File: config.mk
export PLATFORM = sky130hd
export DESIGN_NAME = key_press_gen
export DESIGN_NICKNAME = d
export VERILOG_FILES = /design/src/rtl/key_press_gen.sv
export SDC_FILE = /design/constraint.sdc
export NUM_CORES = 1
export LEC_CHECK = 0
export CORE_AREA = 2 2 40 42
export DETAILED_ROUTE_END_ITERATION = 12
export DIE_AREA = 0 0 42 44
export PLACE_DENSITY = 0.78
export SETUP_SLACK_MARGIN = 0.5
export SLEW_MARGIN = 5
export SYNTH_ARGS = -nofsm -noshare
export SYNTH_HDL_FRONTEND = slang
export SYNTH_SLANG_ARGS = --single-unit
File: constraint.sdc
create_clock -name clk -period 2.3 [get_ports clk]
set_clock_uncertainty 0.15 [all_clocks]
set_input_delay 0.69 -clock clk [delete_from_list [all_inputs] [get_ports clk]]
set_output_delay 0.69 -clock clk [all_outputs]
set_load 0.01 [all_outputs]
File: src/rtl/key_press_gen.sv
// -----------------------------------------------------------------------------
// key_press_gen
//
// Turns single-cycle press requests into level-shaped button waveforms.
// Each press holds out high for HOLD_CYCLES, then low for at least
// GAP_CYCLES, so a synchronizing edge detector downstream sees exactly one
// press per request. Requests arriving while a press is running are counted
// and replayed in order.
//
// Ports:
//   clk       in   system clock, all logic on posedge
//   reset     in   synchronous active-low reset
//   req       in   press request, one request per high cycle
//   out       out  emulated button level (registered)
//   busy      out  FSM not IDLE (registered, follows next state)
//   pending   out  queued requests not yet started (registered)
//   overflow  out  request dropped (registered)
//
// Build option:
//   KEY_PRESS_GEN_STICKY_OVF_EN  defined   -> overflow sticky until reset
//                                undefined -> overflow pulses per dropped req
//
// States:
//   IDLE  | no press in progress, out low
//   PRESS | out high, timer counts down the hold time
//   GAP   | out low, timer counts down the minimum release time
// -----------------------------------------------------------------------------
module key_press_gen #(
   parameter int HOLD_CYCLES = 4,
   parameter int GAP_CYCLES  = 4,
   parameter int MAX_PENDING = 7
) (
   input  logic                             clk,
   input  logic                             reset,
   input  logic                             req,
   output logic                             out,
   output logic                             busy,
   output logic [$clog2(MAX_PENDING+1)-1:0] pending,
   output logic                             overflow
);

   localparam int TMAX = (HOLD_CYCLES > GAP_CYCLES) ? HOLD_CYCLES : GAP_CYCLES;
   localparam int TW   = $clog2(TMAX + 1);
   localparam int PW   = $clog2(MAX_PENDING + 1);

   localparam logic [TW-1:0] HOLD_LOAD = TW'(HOLD_CYCLES - 1);
   localparam logic [TW-1:0] GAP_LOAD  = TW'(GAP_CYCLES - 1);
   localparam logic [PW-1:0] PEND_MAX  = PW'(MAX_PENDING);

   typedef enum logic [1:0] {
      ST_IDLE  = 2'd0,
      ST_PRESS = 2'd1,
      ST_GAP   = 2'd2
   } state_t;

   state_t          r_state;
   state_t          w_state_nxt;
   logic [TW-1:0]   r_timer;
   logic [TW-1:0]   w_timer_nxt;
   logic [PW-1:0]   r_pending;
   logic [PW-1:0]   w_pending_nxt;
   logic            r_out;
   logic            r_busy;
   logic            r_ovf;

   logic            w_start;
   logic            w_pend_nz;
   logic            w_tc;
   logic            w_take_pend;
   logic            w_take_req;
   logic            w_req_left;
   logic            w_inc;
   logic            w_drop;
   logic            w_ovf_nxt;

   assign w_pend_nz = (r_pending != '0);
   assign w_tc      = (r_timer == '0);

   // Next-state and timer
   always_comb begin
      w_state_nxt = r_state;
      w_timer_nxt = r_timer;
      w_start     = 1'b0;
      case (r_state)
         ST_IDLE: begin
            if (req || w_pend_nz) begin
               w_start     = 1'b1;
               w_state_nxt = ST_PRESS;
               w_timer_nxt = HOLD_LOAD;
            end
         end
         ST_PRESS: begin
            if (w_tc) begin
               w_state_nxt = ST_GAP;
               w_timer_nxt = GAP_LOAD;
            end else begin
               w_timer_nxt = r_timer - 1'b1;
            end
         end
         ST_GAP: begin
            if (w_tc) begin
               if (req || w_pend_nz) begin
                  w_start     = 1'b1;
                  w_state_nxt = ST_PRESS;
                  w_timer_nxt = HOLD_LOAD;
               end else begin
                  w_state_nxt = ST_IDLE;
               end
            end else begin
               w_timer_nxt = r_timer - 1'b1;
            end
         end
         default: begin
            w_state_nxt = ST_IDLE;
            w_timer_nxt = '0;
         end
      endcase
   end

   // A start serves the oldest queued request first; the incoming req is
   // only taken directly when the queue is empty.
   assign w_take_pend = w_start && w_pend_nz;
   assign w_take_req  = w_start && !w_pend_nz;
   assign w_req_left  = req && !w_take_req;

   // Fullness is judged on the current count: a req arriving at a full queue
   // is dropped even if a start frees a slot on the same edge.
   assign w_inc  = w_req_left && (r_pending != PEND_MAX);
   assign w_drop = w_req_left && (r_pending == PEND_MAX);

   always_comb begin
      w_pending_nxt = r_pending;
      case ({w_inc, w_take_pend})
         2'b10:   w_pending_nxt = r_pending + 1'b1;
         2'b01:   w_pending_nxt = r_pending - 1'b1;
         default: w_pending_nxt = r_pending;
      endcase
   end

`ifdef KEY_PRESS_GEN_STICKY_OVF_EN
   assign w_ovf_nxt = r_ovf | w_drop;
`else
   assign w_ovf_nxt = w_drop;
`endif

   always_ff @(posedge clk) begin
      if (!reset) begin
         r_state   <= ST_IDLE;
         r_timer   <= '0;
         r_pending <= '0;
         r_out     <= 1'b0;
         r_busy    <= 1'b0;
         r_ovf     <= 1'b0;
      end else begin
         r_state   <= w_state_nxt;
         r_timer   <= w_timer_nxt;
         r_pending <= w_pending_nxt;
         r_out     <= (w_state_nxt == ST_PRESS);
         r_busy    <= (w_state_nxt != ST_IDLE);
         r_ovf     <= w_ovf_nxt;
      end
   end

   assign out      = r_out;
   assign busy     = r_busy;
   assign pending  = r_pending;
   assign overflow = r_ovf;

endmodule

## Word-level counts from Yosys, hierarchy flattened

Cells that the tools add are included.

- Eq/ne operators: 7
- Reductions and logical operators: 13
- Mux-type cells: 13
- $add $sub $neg: 3

Operator list:

| operator | number |
|---|---|
| 2-to-1 mux 3 bit | 3 |
| case mux 3 bit (3 select lines) | 1 |
| equality test 2 x 1 -> 1 bit (second input constant) | 3 |
| 2-to-1 mux 2 bit | 3 |
| case mux 2 bit (3 select lines) | 1 |
| case mux 3 bit (2 select lines) | 1 |
| subtractor 3 x 1 -> 3 bit (second input constant) | 2 |
| logical AND 1 bit | 5 |
| equality test 2 bit (second input constant) | 2 |
| nonzero test 2 bit | 2 |
| adder 3 x 1 -> 3 bit (second input constant) | 1 |
| equality test 3 bit (second input constant) | 1 |
| zero test 3 bit | 1 |
| 2-to-1 mux 1 bit | 3 |
| != test 3 bit (second input constant) | 1 |
| nonzero test 3 bit | 1 |
| zero test 1 bit | 2 |
| zero test 2 bit | 1 |
| case mux 1 bit (2 select lines) | 1 |
| logical OR 1 bit | 1 |

- Output and inout bits: 6
- Logic and storage cells: 42
- Input port bits: 3
- Bits in registers: 11

## Depth between registers and ports, before layout

Gate-level depths: netlist of run 1.

- Depth in word-level cells: 11
- Depth in mapped cells: 12
- Mapped depth without buffers: 11

## Least setup slack after synthesis of run 1

Ideal clock, no wire load.

- Kind: register to register
- Start: reg r_pending[0] (netlist: pending[0])
- End: reg r_pending[2] (netlist: pending[2])
- Path buffers: 0
- Data required time: 2.074 ns
- Stages on the path, launching flop included: 10
- Data arrival time: 2.299 ns
- Path slack: -0.224 ns
- Clock period less this slack: 2.524 ns
- Library setup time: 0.076 ns
- Cell sequence: dfxtp_1 > or3_1 > a211oi_1 > nand3b_1 > ha_1 > inv_1 > fa_1 > xor2_1 > or3_1 > a21boi_0

- Longest elaborated chain between the ends: 11
- Elaborated cells between the ends (all ways): 18
- Those cells by class: add/sub: 2; eq/ne: 3; mux: 4; reduce/logical: 9

RTL lines:

| what | RTL line | text |
|---|---|---|
| start, declared | 60 | `logic [PW-1:0] r_pending;` |
| start signal, assigned | 157 | `r_pending <= w_pending_nxt;` |
| nonzero test 3 bit | 76 | `assign w_pend_nz = (r_pending != '0);` |
| logical OR 1 bit | 86, 102 |  |
| 2-to-1 mux 1 bit | 86, 102 |  |
| 2-to-1 mux 1 bit | 101 | `if (w_tc) begin` |
| case mux 1 bit (2 select lines) | 84 | `case (r_state)` |
| logical AND 1 bit | 123 | `assign w_take_req = w_start && !w_pend_nz;` |
| zero test 1 bit | 124 | `assign w_req_left = req && !w_take_req;` |
| logical AND 1 bit | 124 |  |
| logical AND 1 bit | 128 | `assign w_inc = w_req_left && (r_pending != PEND_MAX);` |
| equality test 2 x 1 -> 1 bit or equality test 2 bit (tied branches) | 133 | `case ({w_inc, w_take_pend})` |
| case mux 3 bit (2 select lines) or nonzero test 2 bit (tied branches) | n/a |  |

Several ways; a longest one is shown, not always the timed one.
A chain may end at the register's enable or synchronous reset.

## Final worst setup path of run 1

- Start: reg r_pending[1] (netlist: pending[1])
- End: reg r_pending[2] (netlist: pending[2])

Same word-level chain as after synthesis.

==> out/qor_table.md, run 1 <==
| Parameter | Value | Unit |
| --- | --- | --- |
| Power per cell area | 1429 | nW/µm² |
| Global-route total usage across every layer | 0.1623 | - |
| Total power after layout | 1259 | µW |
| Post-Route Hold Slack | 368.6 | ps |
| Worst Path Buf+Inv | 1 | - |
| CORE AREA | 1419 | µm² |
| Setup_tns | -105.4 | ps |
| Initial Utilization | 0.4065 | - |
| Worst IR drop on VDD | 757.6 | µV |
| Hold_sp | r_timer[2] | - |
| Die outline area | 1848 | µm² |
| Final critical-path setup slack | -105.4 | ps |
| First-pass GRT wire length | 2214 | µm |
| Final hold violation count | 0 | - |
| Run status | complete, but fails checks | - |
| Synthesized netlist cell count | 65 | - |
| Area added between synthesis and finish | 52.71 | % |
| Setup violation total in the final timing report | 1 | - |
| Main combinational cell family by area after synthesis | simple AND/OR/NAND/NOR gates | - |
| Sequential fraction of the synthesis area | 0.3818 | - |
| Basic-gate share of the synthesized area counting and, or, nand and nor cells | 0.2278 | - |
| Synth warn | 0 | - |
| Number of inserted diodes | 0 | - |
| Detail-routed via count per cell | 5.139 | - |
| TritonCTS clock tree | yes | - |
| Share of cell area taken by muxes after synthesis | 0.01735 | - |
| Time the final worst path needs with I/O delays and setup | 2405 | ps |
| Count of cells along the worst register-to-register path | 9 | - |
| Net count of the finished layout | 100 | - |
| Number of maximum-capacitance violations | 0 | - |
| Fin. max-slew vios | 0 | - |
| Cell area after synthesis | 576.8 | µm² |
| Proportion of register bits with asynchronous set or reset after synthesis | 0 | - |
| Most common library cell in the layout ignoring fill and taps | sky130_fd_sc_hd__buf_4 | - |
| Count of buffers from port buffering | 8 | - |
| Clock root cell | sky130_fd_sc_hd__clkbuf_4 | - |
| Adder-cell share of the synthesized area | 0.09978 | - |
| Type of destination of the critical path | flip-flop | - |
| Clock Latency Late Sink | 260 | ps |
| Worst Path Max Fanout | 2 | - |
| Stages on worst setup path | 9 | - |
| Post-DP HPWL | 969.7 | µm |
| Post-route standard cell area excluding fillers | 880.8 | µm² |
| Die outline width | 42 | µm |
| Crit-path cells | or3_4 -> a211oi_4 -> nand3b_1 -> ha_4 -> inv_2 -> fa_2 -> xor2_1 -> or3_1 -> a21boi_1 | - |
| CP max-delay cell | sky130_fd_sc_hd__or3_4 | - |
| Post-synthesis net count | 72 | - |
| Hold endpoint | r_timer[2] | - |
| Ratio of cells with drive above 1 in the final layout | 0.4022 | - |
| Synth Area in XOR/XNOR | 0.03037 | - |
| Maximum number of pins on one net before global-route repair | 10 | - |
| Placer congestion estimate | 0.7774 | - |
| Detail-routed net length per standard cell | 12.20 | µm |
| Crit path arrival time | 2460 | ps |
| Violated checks | setup timing | - |
| Crit share post-route | 1.046 | - |
| Most common flop cell mapped by yosys | sky130_fd_sc_hd__dfxtp_1 | - |
| Die extent in y | 44 | µm |
| TritonCTS Buffers | 3 | - |
| Number of DRC markers in iteration 0 | 10 | - |
| Router iterations before antenna repair | 4 | - |
| Number of enable flip-flop cells after synthesis | 0 | - |
| Crit Path Category | flip-flop to flip-flop | - |
| Post-CTS clock slew at the launch and capture registers of the worst setup and hold paths | 70 | ps |
| Via count | 555 | - |
| Worst min-delay path category | flip-flop to flip-flop | - |
| Startpoint Class | flip-flop | - |
| Headroom to the max-slew limit | 0.7457 | - |
| Register-to-register setup slack | -110 | ps |
| Synthesized-area fraction occupied by ao, oa, aoi and oai cells | 0.1822 | - |
| Setup repair after global routing missed its margin | yes | - |
| Placement row count | 14 | - |
| Family with the most delay on the worst path | simple AND/OR/NAND/NOR gates | - |
| Mean cell area of the mapped netlist | 8.874 | µm² |
| Vias in the first global route | 544 | - |
| Start of the worst register-to-register path | pending[1] | - |
| Lkg Pwr | 0.0003901 | µW |
| Final routed wirelength across all metal layers | 1318 | µm |
| Remaining antenna violation count | 0 | - |
| Hold Path Stages | 2 | - |
| Final cell count without fillers | 108 | - |
| Maximum clock frequency | 415.7 | MHz |
| Most frequent cells in the layout | sky130_fd_sc_hd__buf_4, sky130_fd_sc_hd__dfxtp_1, sky130_fd_sc_hd__inv_1, sky130_fd_sc_hd__nand2_1, sky130_fd_sc_hd__dlygate4sd2_1 | - |
| Total of flip-flops plus latches after synthesis | 11 | - |
| Total grt overflow | 0 | - |
| Instance area at placement | 813.3 | µm² |
| CP max stage delay | 400 | ps |
| CTS H-tree depth | 1 | - |
| Worst reg2reg endpoint | pending[2] | - |
| Initial antenna violation count | 0 | - |
| Crit path required time | 2350 | ps |
| Total clock sinks | 11 | - |
| Io pins | 9 | - |
| Placed cell count | 101 | - |
| Count of cell types in the netlist | 27 | - |
| Filler instances | 127 | - |
| Actual transition at the worst max-transition pin | 381.0 | ps |
| Maximum clock path buffer count | 2 | - |
| Count of unresolved DRC violations after routing | 0 | - |
==> per-layer routing <==
metal / part of all wire / track usage / up-vias / routed length, µm
met5: 0 / 0 / - / 0
met4: 0.0030 / 0.05806 / 0 / 4
met3: 0.031 / 0.03750 / 2 / 41
met2: 0.54 / 0.3156 / 11 / 709
met1: 0.43 / 0.1692 / 262 / 563
li1: - / - / 280 / -
==> cell type report <==
class	count	area [µm²]	share of cell area
Sequential cell	11	227.7	0.2585
Inverter	6	22.52	0.02557
Timing Repair Buffer	26	206.4	0.2344
Multi-Input combinational cell	45	377.9	0.4290
Clock buffer	4	26.28	0.02983
Tap cell	16	20.02	0.02273
==> cells by family (layout without fill, tap and decap cells) <==
| logic type | after synthesis | count (layout) |
|---|---|---|
| DFF | 11 | 11 |
| xor gates and xnor gates | 2 | 2 |
| and+or+nand+nor | 24 | 24 |
| buffers and inverters | 9 | 36 |
| AOI/OAI and AO/OA | 14 | 14 |
| muxes | 1 | 1 |
| adders and majority gates | 4 | 4 |
==> report_power, final <==
part	internal, µW	switching [µW]
combinational	475	343
sequential	256	53.1
clock	67.0	64.8
==> through the flow <==
step                  util  setup slack, ps
finish              0.6208           -105.4
global placement    0.5732           -212.2
floorplan                -           -80.29
CTS                 0.5979           -88.28
global route        0.6208           -215.8
detailed placement  0.5732           -274.6
==> worst reg2reg max path, cell delays in order (launching register included) <==
cell and delay, ps:
sky130_fd_sc_hd__dfxtp_4 340, sky130_fd_sc_hd__or3_4 400, sky130_fd_sc_hd__a211oi_4 190, sky130_fd_sc_hd__nand3b_1 180, sky130_fd_sc_hd__ha_4 150, sky130_fd_sc_hd__inv_2 30, sky130_fd_sc_hd__fa_2 320, sky130_fd_sc_hd__xor2_1 160
sky130_fd_sc_hd__or3_1 300, sky130_fd_sc_hd__a21boi_1 110
==> cell usage after synthesis, types with 3 or more instances <==
cell / number / share of area
sky130_fd_sc_hd__inv_1: 6 / 0.039
sky130_fd_sc_hd__a211oi_1: 3 / 0.039
sky130_fd_sc_hd__o21ai_0: 3 / 0.026
sky130_fd_sc_hd__and2_1: 3 / 0.033
sky130_fd_sc_hd__nor2b_1: 4 / 0.043
sky130_fd_sc_hd__dfxtp_1: 11 / 0.38
sky130_fd_sc_hd__ha_1: 3 / 0.065
sky130_fd_sc_hd__nor2_1: 5 / 0.033
sky130_fd_sc_hd__nand2_1: 5 / 0.033
==> registers in the layout (all words and copies together) (netlist names) <==
register and cells:
r_state 2, overflow 1, pending 3, r_timer 3, busy 1, out 1
==> timing repair <==
item                                    4_1_cts  5_1_grt
buffers inserted                              1        2
gates resized for setup                      17        3
endpoints found under the setup margin       13        7
pin swaps                                     5        0
hold buffers                                  0        0
==> how the worst max path moves through the flow <==
stage	slack (ps)	endpoint	startpoint
final	-110	pending[2]	pending[1]
after CTS	-90	pending[2]	pending[1]
after floorplan	-80	pending[2]	pending[1]
after detailed placement	-270	pending[2]	req
after global placement	-210	pending[2]	req
after global routing	-220	pending[2]	pending[1]
Power figures use the tool's default switching activity.
==> inputs of run 2 (changes only) <==
--- a/config.mk
+++ b/config.mk
@@ -10,7 +10,6 @@
 export DIE_AREA = 0 0 42 44
 export PLACE_DENSITY = 0.78
 export SETUP_SLACK_MARGIN = 0.5
-export SLEW_MARGIN = 5
 export SYNTH_ARGS = -nofsm -noshare
 export SYNTH_HDL_FRONTEND = slang
 export SYNTH_SLANG_ARGS = --single-unit
==> results of run 2 <==
Same layout as run 1: the final DEF is identical, and so are final timing and power.
==> inputs of run 3 (changes only) <==
--- a/config.mk
+++ b/config.mk
@@ -9,6 +9,7 @@
 export DETAILED_ROUTE_END_ITERATION = 12
 export DIE_AREA = 0 0 42 44
 export PLACE_DENSITY = 0.78
+export RECOVER_POWER = 100
 export SETUP_SLACK_MARGIN = 0.5
 export SYNTH_ARGS = -nofsm -noshare
 export SYNTH_HDL_FRONTEND = slang
==> run 3 against run 2 <==
Effect of this change:
- the flow still finishes with violations (setup timing)
- global-route usage did not move
- routed wire length increased by 0.76%
- non-clock buffer count unchanged
- worst hold slack worse by 1.0 ps
- clock power about the same
- critical path depth stayed put
- power fell by 0.15%
- sequential share of layout area rose by 0.15 points
- first-iteration DRC count did not move
- utilization is 0.35 points lower
- critical endpoint unchanged
==> out/qor_table.md, run 3 (synthesis results as in run 1) <==
| Parameter | Value | Unit | Change |
| --- | --- | --- | --- |
| Run status | complete, but fails checks | - | unchanged |
| Violated checks | setup timing | - | unchanged |
| Detail-routed via count per cell | 5.231 | - | was 5.139 |
| Endpoint of the worst setup timing path | pending[2] | - | unchanged |
| Final routed wirelength across all metal layers | 1328 | µm | was 1318 µm |
| Vias in the first global route | 544 | - | unchanged |
| Maximum number of pins on one net before global-route repair | 10 | - | unchanged |
| Critical path launch point | pending[1] | - | unchanged |
| Worst Path Max Fanout | 2 | - | unchanged |
| CTS H-tree depth | 1 | - | unchanged |
| Remaining antenna violation count | 0 | - | unchanged |
| Initial antenna violation count | 0 | - | unchanged |
| Setup_tns | -105.9 | ps | was -105.4 ps |
| Time the final worst path needs with I/O delays and setup | 2406 | ps | was 2405 ps |
| Placement row count | 14 | - | unchanged |
| Ratio of cells with drive above 1 in the final layout | 0.3696 | - | was 0.4022 |
| Worst IR drop on VDD | 758.5 | µV | was 757.6 µV |
| Final critical-path setup slack | -105.9 | ps | was -105.4 ps |
| Lkg Pwr | 0.0003824 | µW | was 0.0003901 µW |
| Worst reg2reg endpoint | pending[2] | - | unchanged |
| Crit path arrival time | 2470 | ps | was 2460 ps |
| Area added between synthesis and finish | 51.84 | % | was 52.71% |
| Number of inserted diodes | 0 | - | unchanged |
| Clock Latency Late Sink | 270 | ps | was 260 ps |
| Die outline area | 1848 | µm² | unchanged |
| Initial Utilization | 0.4065 | - | unchanged |
| Setup violation total in the final timing report | 1 | - | unchanged |
| Startpoint Class | flip-flop | - | unchanged |
| Maximum clock path buffer count | 2 | - | unchanged |
| Cell internal power dissipation | 794.4 | µW | was 798.2 µW |
| Count of buffers from port buffering | 8 | - | unchanged |
| Die extent in y | 44 | µm | unchanged |
| Filler instances | 129 | - | was 127 |
| Setup repair after global routing missed its margin | yes | - | unchanged |
| Hold Path Stages | 2 | - | unchanged |
| Headroom to the max-slew limit | 0.7507 | - | was 0.7457 |
| Total area of sequential cells | 227.7 | µm² | unchanged |
| Type of destination of the critical path | flip-flop | - | unchanged |
| Placer congestion estimate | 0.7774 | - | unchanged |
| Net switching component of the power | 462.4 | µW | was 460.6 µW |
| Worst min-delay path category | flip-flop to flip-flop | - | unchanged |
| Fin. max-slew vios | 0 | - | unchanged |
| Final hold violation count | 0 | - | unchanged |
| Combinational power share | 0.647 | - | was 0.649 |
| Power per cell area | 1435 | nW/µm² | was 1429 nW/µm² |
| Post-CTS clock slew at the launch and capture registers of the worst setup and hold paths | 70 | ps | about the same |
| Final cell count without fillers | 108 | - | unchanged |
| Maximum clock frequency | 415.6 | MHz | was 415.7 MHz |
| Part of the power in the clock network | 0.107 | - | was 0.105 |
| Actual transition at the worst max-transition pin | 373.4 | ps | was 381.0 ps |
| Start of the worst register-to-register path | pending[1] | - | unchanged |
| Clock root cell | sky130_fd_sc_hd__clkbuf_4 | - | unchanged |
| Count of cells along the worst register-to-register path | 9 | - | unchanged |
| Global-route total usage across every layer | 0.1623 | - | unchanged |
| Register-to-register setup slack | -110 | ps | about the same |
| Number of DRC markers in iteration 0 | 10 | - | unchanged |
| Hold-fix buffer count after cts | 0 | - | unchanged |
| Crit share post-route | 1.046 | - | about the same |
| Final core utilization | 0.6173 | - | was 0.6208 |
| First-pass GRT wire length | 2214 | µm | unchanged |
| CORE AREA | 1419 | µm² | unchanged |
| Net count of the finished layout | 100 | - | unchanged |
| Via count | 565 | - | was 555 |
| Multi-input combinational cell area | 375.4 | µm² | was 377.9 µm² |
| Total grt overflow | 0 | - | unchanged |
| Number of maximum-capacitance violations | 0 | - | unchanged |
| Io pins | 9 | - | unchanged |
| TritonCTS clock tree | yes | - | unchanged |
| Most common library cell in the layout ignoring fill and taps | sky130_fd_sc_hd__buf_4 | - | unchanged |
| Total clock sinks | 11 | - | unchanged |
| Count of unresolved DRC violations after routing | 0 | - | unchanged |
| Placed cell count | 101 | - | unchanged |
| Die outline width | 42 | µm | unchanged |
| Post-DP HPWL | 969.7 | µm | unchanged |
| Switching portion of total power | 0.3679 | - | was 0.3659 |
| Crit Path Category | flip-flop to flip-flop | - | unchanged |
| TritonCTS Buffers | 3 | - | unchanged |
| Crit path required time | 2360 | ps | was 2350 ps |
| Most frequent cells in the layout | sky130_fd_sc_hd__buf_4, sky130_fd_sc_hd__dfxtp_1 | - | was sky130_fd_sc_hd__buf_4, sky130_fd_sc_hd__dfxtp_1, sky130_fd_sc_hd__inv_1, sky130_fd_sc_hd__nand2_1, sky130_fd_sc_hd__dlygate4sd2_1 |
| Detail-routed net length per standard cell | 12.30 | µm | was 12.20 µm |
| Router iterations before antenna repair | 4 | - | unchanged |
| Worst setup slack after placement | -274.6 | ps | unchanged |
| Sequential fraction of design power | 0.246 | - | about the same |
==> run 3: cell count changes in the layout (fill, tap and decap cells not counted), sizes merged <==
cell	change
clkbuf	+2
buf	-2
==> run 3: critical path, stage by stage (launching register included) <==
cell and delay, ps:
sky130_fd_sc_hd__dfxtp_4 340, sky130_fd_sc_hd__or3_4 400, sky130_fd_sc_hd__a211oi_4 190, sky130_fd_sc_hd__nand3b_1 180
sky130_fd_sc_hd__ha_4 150, sky130_fd_sc_hd__inv_2 30, sky130_fd_sc_hd__fa_2 320, sky130_fd_sc_hd__xor2_1 160
sky130_fd_sc_hd__or3_1 300, sky130_fd_sc_hd__a21boi_1 110
==> run 3: how the worst min path moves through the flow <==
stage,from,to,slack (ps)
CTS,r_timer[2],r_timer[2],370
global route,r_timer[2],r_timer[2],400
detailed placement,r_timer[2],r_timer[2],340
global placement,r_timer[2],r_timer[2],330
floorplan,r_timer[0],r_timer[0],300
finish,r_timer[2],r_timer[2],370
==> run 3: stage by stage <==
stage | hold WS (ps) | instance area, µm² | total power, µW
floorplan | 299.2 | 621.8 | 726.9
global placement | 334.7 | 813.3 | 982.9
detailed placement | 343.7 | 813.3 | 1008
CTS | 369.9 | 848.3 | 1177
global route | 404.1 | 875.8 | 1353
finish | 367.5 | 875.8 | 1257
==> run 3: power by group through the flow <==
| stage | logic, µW | registers (µW) | clock network, µW |
|---|---|---|---|
| 2_1_floorplan | 415 | 312 | 0 |
| 3_3_place_gp | 676 | 307 | 0 |
| 3_5_place_dp | 699 | 309 | 0 |
| 4_1_cts | 733 | 306 | 138 |
| 5_1_grt | 887 | 318 | 148 |
| 6_report | 813 | 309 | 135 |
==> run 3: final cells by class <==
type                            count  area share
Timing Repair Buffer               26      0.2329
Multi-Input combinational cell     45      0.4286
Clock buffer                        4     0.03000
Inverter                            6     0.02571
Sequential cell                    11      0.2600
Tap cell                           16     0.02286
==> run 3: timing repair <==
action | in CTS | in global routing
endpoints found under the setup margin | 13 | 7
pin swaps | 5 | 0
resized for setup | 17 | 3
setup buffers | 1 | 2
==> run 3: routing by layer <==
metal	global-route usage	wire length [µm]	vias to the layer above
met2	0.3156	707	12
li1	-	-	278
met1	0.1692	555	270
met4	0.05806	15	0
met3	0.03750	50	5
met5	0	0	-
